<file path="src/rtl/vec_pkg.sv">
// Shared types and sizing for the vector register file write-back path.
// Holds the register-file geometry and the write-back source encoding used by the arbiter.
package vec_pkg;

  localparam int VEC_REGS   = 8;
  localparam int VEC_LANES  = 4;
  localparam int VEC_ELEM_W = 8;
  localparam int VEC_ADDR_W = 3;

  typedef logic [VEC_LANES-1:0][VEC_ELEM_W-1:0] vec_t;
  typedef logic [VEC_ADDR_W-1:0]                regidx_t;

  typedef enum logic {
    WB_ALU = 1'b0,
    WB_MEM = 1'b1
  } wb_src_e;

endpackage

</file>
<file path="src/rtl/vec_wb_arbiter_rr_arb2.sv">
// Two-way round-robin arbiter (ALU vs load unit); grant is combinational from the requests.
// Zero latency; a requester left ungranted simply waits, and last_grant only moves on a real transfer.
module rr_arb2
  import vec_pkg::*;
(
  input  logic clk,
  input  logic reset,
  input  logic req_alu,
  input  logic req_mem,
  input  logic xfer,
  output logic gnt_alu,
  output logic gnt_mem
);

  wb_src_e last_grant;

  always_ff @(posedge clk) begin
    if (!reset) begin
      last_grant <= WB_MEM;
    end else if (xfer) begin
      last_grant <= gnt_alu ? WB_ALU : WB_MEM;
    end
  end

  // Grants are held low while reset is asserted so no producer sees a phantom handshake.
  always_comb begin
    gnt_alu = 1'b0;
    gnt_mem = 1'b0;
    if (reset) begin
      if (req_alu && req_mem) begin
        gnt_alu = (last_grant == WB_MEM);
        gnt_mem = (last_grant == WB_ALU);
      end else begin
        gnt_alu = req_alu;
        gnt_mem = req_mem;
      end
    end
  end

endmodule

</file>
<file path="src/rtl/vec_wb_arbiter.sv">
// Vector register-file write-back controller with busy scoreboard; optional VEC_WB_CHECK_EN flags unreserved writes.
// One-cycle registered write stage, one transfer per cycle; producers stall via valid/ready, issue via issueStall.
module vec_wb_arbiter
  import vec_pkg::*;
#(
  parameter  int REGS   = VEC_REGS,
  parameter  int LANES  = VEC_LANES,
  parameter  int ELEM_W = VEC_ELEM_W,
  localparam int ADDR_W = $clog2(REGS)
) (
  input  logic                    clk,
  input  logic                    reset,
  input  logic                    issueValid,
  input  logic [ADDR_W-1:0]       issueDst,
  input  logic [ADDR_W-1:0]       issueSrc1,
  input  logic [ADDR_W-1:0]       issueSrc2,
  output logic                    issueStall,
  input  logic                    aluValid,
  input  logic [ADDR_W-1:0]       aluDst,
  input  logic [LANES*ELEM_W-1:0] aluData,
  output logic                    aluReady,
  input  logic                    memValid,
  input  logic [ADDR_W-1:0]       memDst,
  input  logic [LANES*ELEM_W-1:0] memData,
  output logic                    memReady,
  output logic                    regWrEn,
  output logic [ADDR_W-1:0]       regToWrite,
  output logic [LANES*ELEM_W-1:0] regWriteData,
  output logic [REGS-1:0]         busyMask,
  output logic                    wbErr
);

  logic [REGS-1:0]         busy;
  logic [REGS-1:0]         busy_nxt;
  logic                    issue_acc;
  logic                    xfer;
  logic [ADDR_W-1:0]       wr_dst;
  logic [LANES*ELEM_W-1:0] wr_dat;

  rr_arb2 u_arb (
    .clk     (clk),
    .reset   (reset),
    .req_alu (aluValid),
    .req_mem (memValid),
    .xfer    (xfer),
    .gnt_alu (aluReady),
    .gnt_mem (memReady)
  );

  assign xfer   = (aluValid & aluReady) | (memValid & memReady);
  assign wr_dst = aluReady ? aluDst  : memDst;
  assign wr_dat = aluReady ? aluData : memData;

  assign issueStall = busy[issueDst] | busy[issueSrc1] | busy[issueSrc2];
  assign issue_acc  = issueValid & ~issueStall;
  assign busyMask   = busy;

  // Clear on the register-file write edge, then set, so a same-edge reservation wins.
  always_comb begin
    busy_nxt = busy;
    if (regWrEn) begin
      busy_nxt[regToWrite] = 1'b0;
    end
    if (issue_acc) begin
      busy_nxt[issueDst] = 1'b1;
    end
  end

  always_ff @(posedge clk) begin
    if (!reset) begin
      busy         <= '0;
      regWrEn      <= 1'b0;
      regToWrite   <= '0;
      regWriteData <= '0;
    end else begin
      busy    <= busy_nxt;
      regWrEn <= xfer;
      if (xfer) begin
        regToWrite   <= wr_dst;
        regWriteData <= wr_dat;
      end
    end
  end

`ifdef VEC_WB_CHECK_EN
  always_ff @(posedge clk) begin
    if (!reset) begin
      wbErr <= 1'b0;
    end else if (xfer && !busy[wr_dst]) begin
      wbErr <= 1'b1;
    end
  end
`else
  assign wbErr = 1'b0;
`endif

endmodule

</file>
<file path="config.mk">
export PLATFORM = sky130hd
export DESIGN_NAME = vec_wb_arbiter
export DESIGN_NICKNAME = d
export VERILOG_FILES = /design/src/rtl/vec_pkg.sv /design/src/rtl/vec_wb_arbiter_rr_arb2.sv /design/src/rtl/vec_wb_arbiter.sv
export SDC_FILE = /design/constraint.sdc
export NUM_CORES = 1
export LEC_CHECK = 0
export CAP_MARGIN = 10
export CORE_MARGIN = 4
export CORE_UTILIZATION = 39
export DETAILED_ROUTE_END_ITERATION = 12
export PLACE_DENSITY = 0.86
export SLEW_MARGIN = 20
export SYNTH_ARGS = -nofsm -noshare
export SYNTH_HDL_FRONTEND = slang
export SYNTH_HIERARCHICAL = 1
export SYNTH_SLANG_ARGS = --single-unit
</file>
<file path="constraint.sdc">
create_clock -name clk -period 2.95 [get_ports clk]
set_clock_uncertainty 0.1 [all_clocks]
set_input_delay 0.59 -clock clk [delete_from_list [all_inputs] [get_ports clk]]
set_output_delay 0.59 -clock clk [all_outputs]
set_load 0.005 [all_outputs]
</file>
=== After elaboration in Yosys (flattened, before gate mapping) ===
Cells that the tools add are included.

* Order comparisons: 6
* Mux-type cells: 19
* Bitwise gates (word level): 11
* Reduce and logical (&&, ||, !) cells: 3

{| class="wikitable"
|+ Operators by type and width
! operator !! number
|-
| 32-bit 2-to-1 mux || 1
|-
| 3-bit by 4-bit less-than comparator with 1-bit output, second input constant || 4
|-
| 8-bit 2-to-1 mux || 2
|-
| 1-bit 2-to-1 mux || 10
|-
| 1-bit binary-select mux with 3-bit select || 3
|-
| 8-bit bitwise AND || 1
|-
| 8-bit NOT || 1
|-
| 8-bit OR || 1
|-
| 1-bit demux with 3-bit select || 2
|-
| 3-bit by 1-bit >= comparator with 1-bit output, second input constant || 2
|-
| 1-bit bitwise AND || 3
|-
| 1-bit logical AND || 3
|-
| 3-bit 2-to-1 mux || 1
|-
| 1-bit OR || 3
|-
| 1-bit NOT || 2
|}

* Register bits after elaboration: 45
* Input port bits: 84

=== Depth between registers and ports, before layout ===
* Depth in word-level cells: 9
* Gate-level depth with buffers: 8
* Gate-level depth less buffers: 5

=== By module ===
Netlist, hierarchy kept.

{| class="wikitable"
|+ By module, submodules not included
! module !! instances !! cells each !! area an instance (um2) !! sequential area each (um2)
|-
| vec_wb_arbiter || 1 || 234 || 2278.4 || 880.8
|-
| rr_arb2 || 1 || 7 || 66.3 || 20.0
|}

=== Least setup slack after synthesis ===
OpenSTA, ideal clock, no wires.

* Kind: input to output
* From: in issueSrc1[1]
* To: out issueStall
* Data arrival time: 2.094 ns
* Path slack: 0.166 ns
* Cell stages on the path: 4
* Path buffers: 0
* Cell sequence: mux2_2 mux4_2 a311o_1 or3_1

* Cells in the longest elaborated chain, start to end: 4

{| class="wikitable"
|+ Ends and longest elaborated chain
! element !! RTL line !! RTL
|-
| start: declaration || vec_wb_arbiter.sv:15 || <nowiki>input logic [ADDR_W-1:0] issueSrc1,</nowiki>
|-
| 1-bit binary-select mux with 3-bit select || vec_wb_arbiter.sv:54 || <nowiki>assign issueStall = busy[issueDst] | busy[issueSrc1] | busy[issueSrc2];</nowiki>
|-
| 1-bit 2-to-1 mux (not written as such) || vec_wb_arbiter.sv:54 ||
|-
| 1-bit OR (2 in a row) || vec_wb_arbiter.sv:54 ||
|-
| end: declaration || vec_wb_arbiter.sv:17 || <nowiki>output logic issueStall,</nowiki>
|}

No other way between the ends. The select of a mux whose other input is x is not followed.

=== Worst setup path after layout ===
Ends and elaborated chain as after synthesis.

==> metrics.md <==
| Metric | Value |
|---|---|
| Synthesized Nets | `325` |
| Ant. Diodes | `0` |
| Status | `complete, no violations` |
| Nets | `465` |
| Initial Utilization | `0.4131` |
| Post-synthesis cell type count | `39` |
| Overflow after GRT | `0` |
| Max Cap Viol | `0` |
| Vias | `2423` |
| Drt first pass iters | `4` |
| Largest net degree at the start of global routing | `70` |
| Rows | `27` |
| Vias in the first global route | `2418` |
| Clk slew on worst S/H paths | `0.09 ns` |
| Most frequent cells in the layout | `clkdlybuf4s50_1, dfxtp_1, nand2_1` |
| Fin Hold WS | `0.4027 ns` |
| Critical path peak fanout | `4` |
| Hold crit path type | `flip-flop to flip-flop` |
| Post-route design area | `3974 um^2` |
| Dpl ws | `-0.8387 ns` |
| Setup TNS | `0 ns` |
| Maximum vdd drop | `0.0002203 V` |
| Ratio of cells with drive above 1 in the final layout | `0.1230` |
| Ports | `132` |
| Rel. slew slack | `0.6505` |
| Tot GR Track Use | `0.1956` |
| Iter 0 DRT Violations | `117` |
| Post-synthesis sequential area ratio | `0.3842` |
| Vias/cell | `5.337` |
| RSZ-0062 raised after global routing | `no` |
| Worst Setup Path Type | `input port to output port` |
| PD cells | `393.4 nW/um^2` |
| WP data arrival | `2.22 ns` |
| Leak Pwr | `1.865 nW` |
| Worst-margin pin slew | `0.5110 ns` |
| Routed len/inst | `16.25 um` |
| Placer congestion estimate | `0.9073` |
| Final WL | `7379 um` |
| Placed Instances | `444` |
| Die Width | `85.54 um` |
| Flops & latches, synth | `45` |
| Final non-filler cell total | `454` |
| Setup violation total in the final timing report | `0` |
| H-tree depth | `2` |
| Area Growth Syn to Fin | `69.48%` |
| Avg Cell Area, Syn | `9.729 um^2` |
| Final Hold Violating Endpoints | `0` |
| First-pass GRT wire length | `11640 um` |
| ANT nets after route | `0` |
| Worst path required time | `2.26 ns` |
| CTS tree | `done` |
| # DRC | `0` |
| Die area | `7317 um^2` |
| Syn. warnings | `6` |
| Min Tclk post-route | `2.915 ns` |
| Crit start category | `input port` |
| Number of max-slew violations in the final report | `0` |
| PortBufs | `130` |
| Num Clock Sinks | `45` |
| Die height | `85.54 um` |
| Hold buffers post-CTS | `0` |
| Period utilisation layout | `0.9880` |
| Core Region | `5675 um^2` |
| Critical path endpoint category | `output port` |
| Cells after synthesis | `241` |
| Finished Core Util | `0.7002` |
| Max Fclk | `343.1 MHz` |
| Commonest non-fill, non-tap cell in the layout | `clkdlybuf4s50_1` |
| Clock Latency Late Sink | `0.29 ns` |
| Post-route setup slack | `0.03532 ns` |
| Initial antenna violation count | `0` |
| Netlist Area Pre-Place | `2345 um^2` |
| Cts bufs inserted | `5` |
| Root Buffer Master | `clkbuf_8` |
| Max Root-Sink Buffers | `2` |
| Total power | `1.563 mW` |
| DP Area | `3822 um^2` |
| Final HPWL DP | `5649 um` |
## state kept, by name, indices dropped and copies added (netlist names)
signal	flops
regToWrite	3
regWrEn	1
busyMask	8
u_arb/last_grant	1
regWriteData	32
## worst max-delay path, stage by stage
cell     delay [ns]
buf_8          0.11
mux2_4         0.29
mux4_2         0.48
a311o_1        0.30
or3_1          0.32
buf_2          0.14
## worst paths after layout
path	slack, ns	end	cells past startpoint	startpoint
worst max-delay path	0.04	issueStall	6	issueSrc1[1]
worst min-delay path	0.40	regWriteData[21]	1	regWriteData[21]
worst max register to register	0.71	busyMask[4]	6	busyMask[4]
worst min register to register	0.40	regWriteData[21]	1	regWriteData[21]
## cell usage after synthesis
master | n | area share
mux4_2 | 1 | 0.0096
a41oi_1 | 1 | 0.0037
a31oi_1 | 1 | 0.0027
nand4_1 | 3 | 0.0080
o21ai_0 | 2 | 0.0043
o41ai_1 | 2 | 0.0075
nor3b_1 | 2 | 0.0064
nand2b_1 | 6 | 0.016
or4_1 | 1 | 0.0032
dfxtp_1 | 45 | 0.38
conb_1 | 1 | 0.0016
o311ai_0 | 2 | 0.0075
nand2_1 | 41 | 0.066
nor2_1 | 3 | 0.0048
a21oi_1 | 2 | 0.0043
nor3_1 | 2 | 0.0043
a2111oi_0 | 1 | 0.0037
buf_1 | 3 | 0.0048
clkbuf_2 | 1 | 0.0021
mux2i_1 | 37 | 0.16
a2bb2o_1 | 1 | 0.0043
o31ai_1 | 5 | 0.016
mux2_1 | 1 | 0.0048
and2_1 | 1 | 0.0027
buf_4 | 2 | 0.0064
a22o_1 | 1 | 0.0037
o22ai_1 | 2 | 0.0053
o211a_1 | 35 | 0.15
and3_2 | 1 | 0.0032
and3b_1 | 1 | 0.0037
nand2b_4 | 1 | 0.0059
nor2b_1 | 1 | 0.0027
a311o_1 | 1 | 0.0043
or3_1 | 1 | 0.0027
clkbuf_1 | 15 | 0.024
or4b_1 | 1 | 0.0043
mux2_2 | 7 | 0.034
inv_1 | 1 | 0.0016
o211ai_1 | 6 | 0.019
## final cells by class
cell class                      count  area (um^2)
Clock buffer                        6        82.58
Timing Repair Buffer              154         1486
Inverter                            1        3.754
Fill cell                         469         1702
Multi-Input combinational cell    174         1373
Clock inverter                      2        37.54
Sequential cell                    45        900.9
Tap cell                           72        90.09
## logic make-up after synthesis
family / Yosys count / share of synthesized area
flops: 45 / 0.3842
other cells: 1 / 0.001599
compound gates: 62 / 0.2359
mux: 46 / 0.2060
simple gates: 65 / 0.1334
buf+inv: 22 / 0.03895
## what timing repair did
item	CTS	global route
cloned	0	0
gates resized for setup	17	1
endpoints found under the setup margin	1	1
pin swaps	2	1
buffers inserted	2	0
## layer usage
layer	part of all wire	track usage	wire, um	vias up
li1	-	-	-	1182
met1	0.39	0.2253	2879	1126
met2	0.51	0.3559	3766	109
met3	0.091	0.06052	669	6
met4	0.0085	0.03885	63	0
met5	0	0	0	-
## power by group
part | leakage, nW | switching, mW | internal, mW
Sequential | 0.369 | 0.0248 | 0.649
Combinational | 1.44 | 0.144 | 0.257
Clock | 0.0574 | 0.213 | 0.276
(Power assumes the default switching activity.)
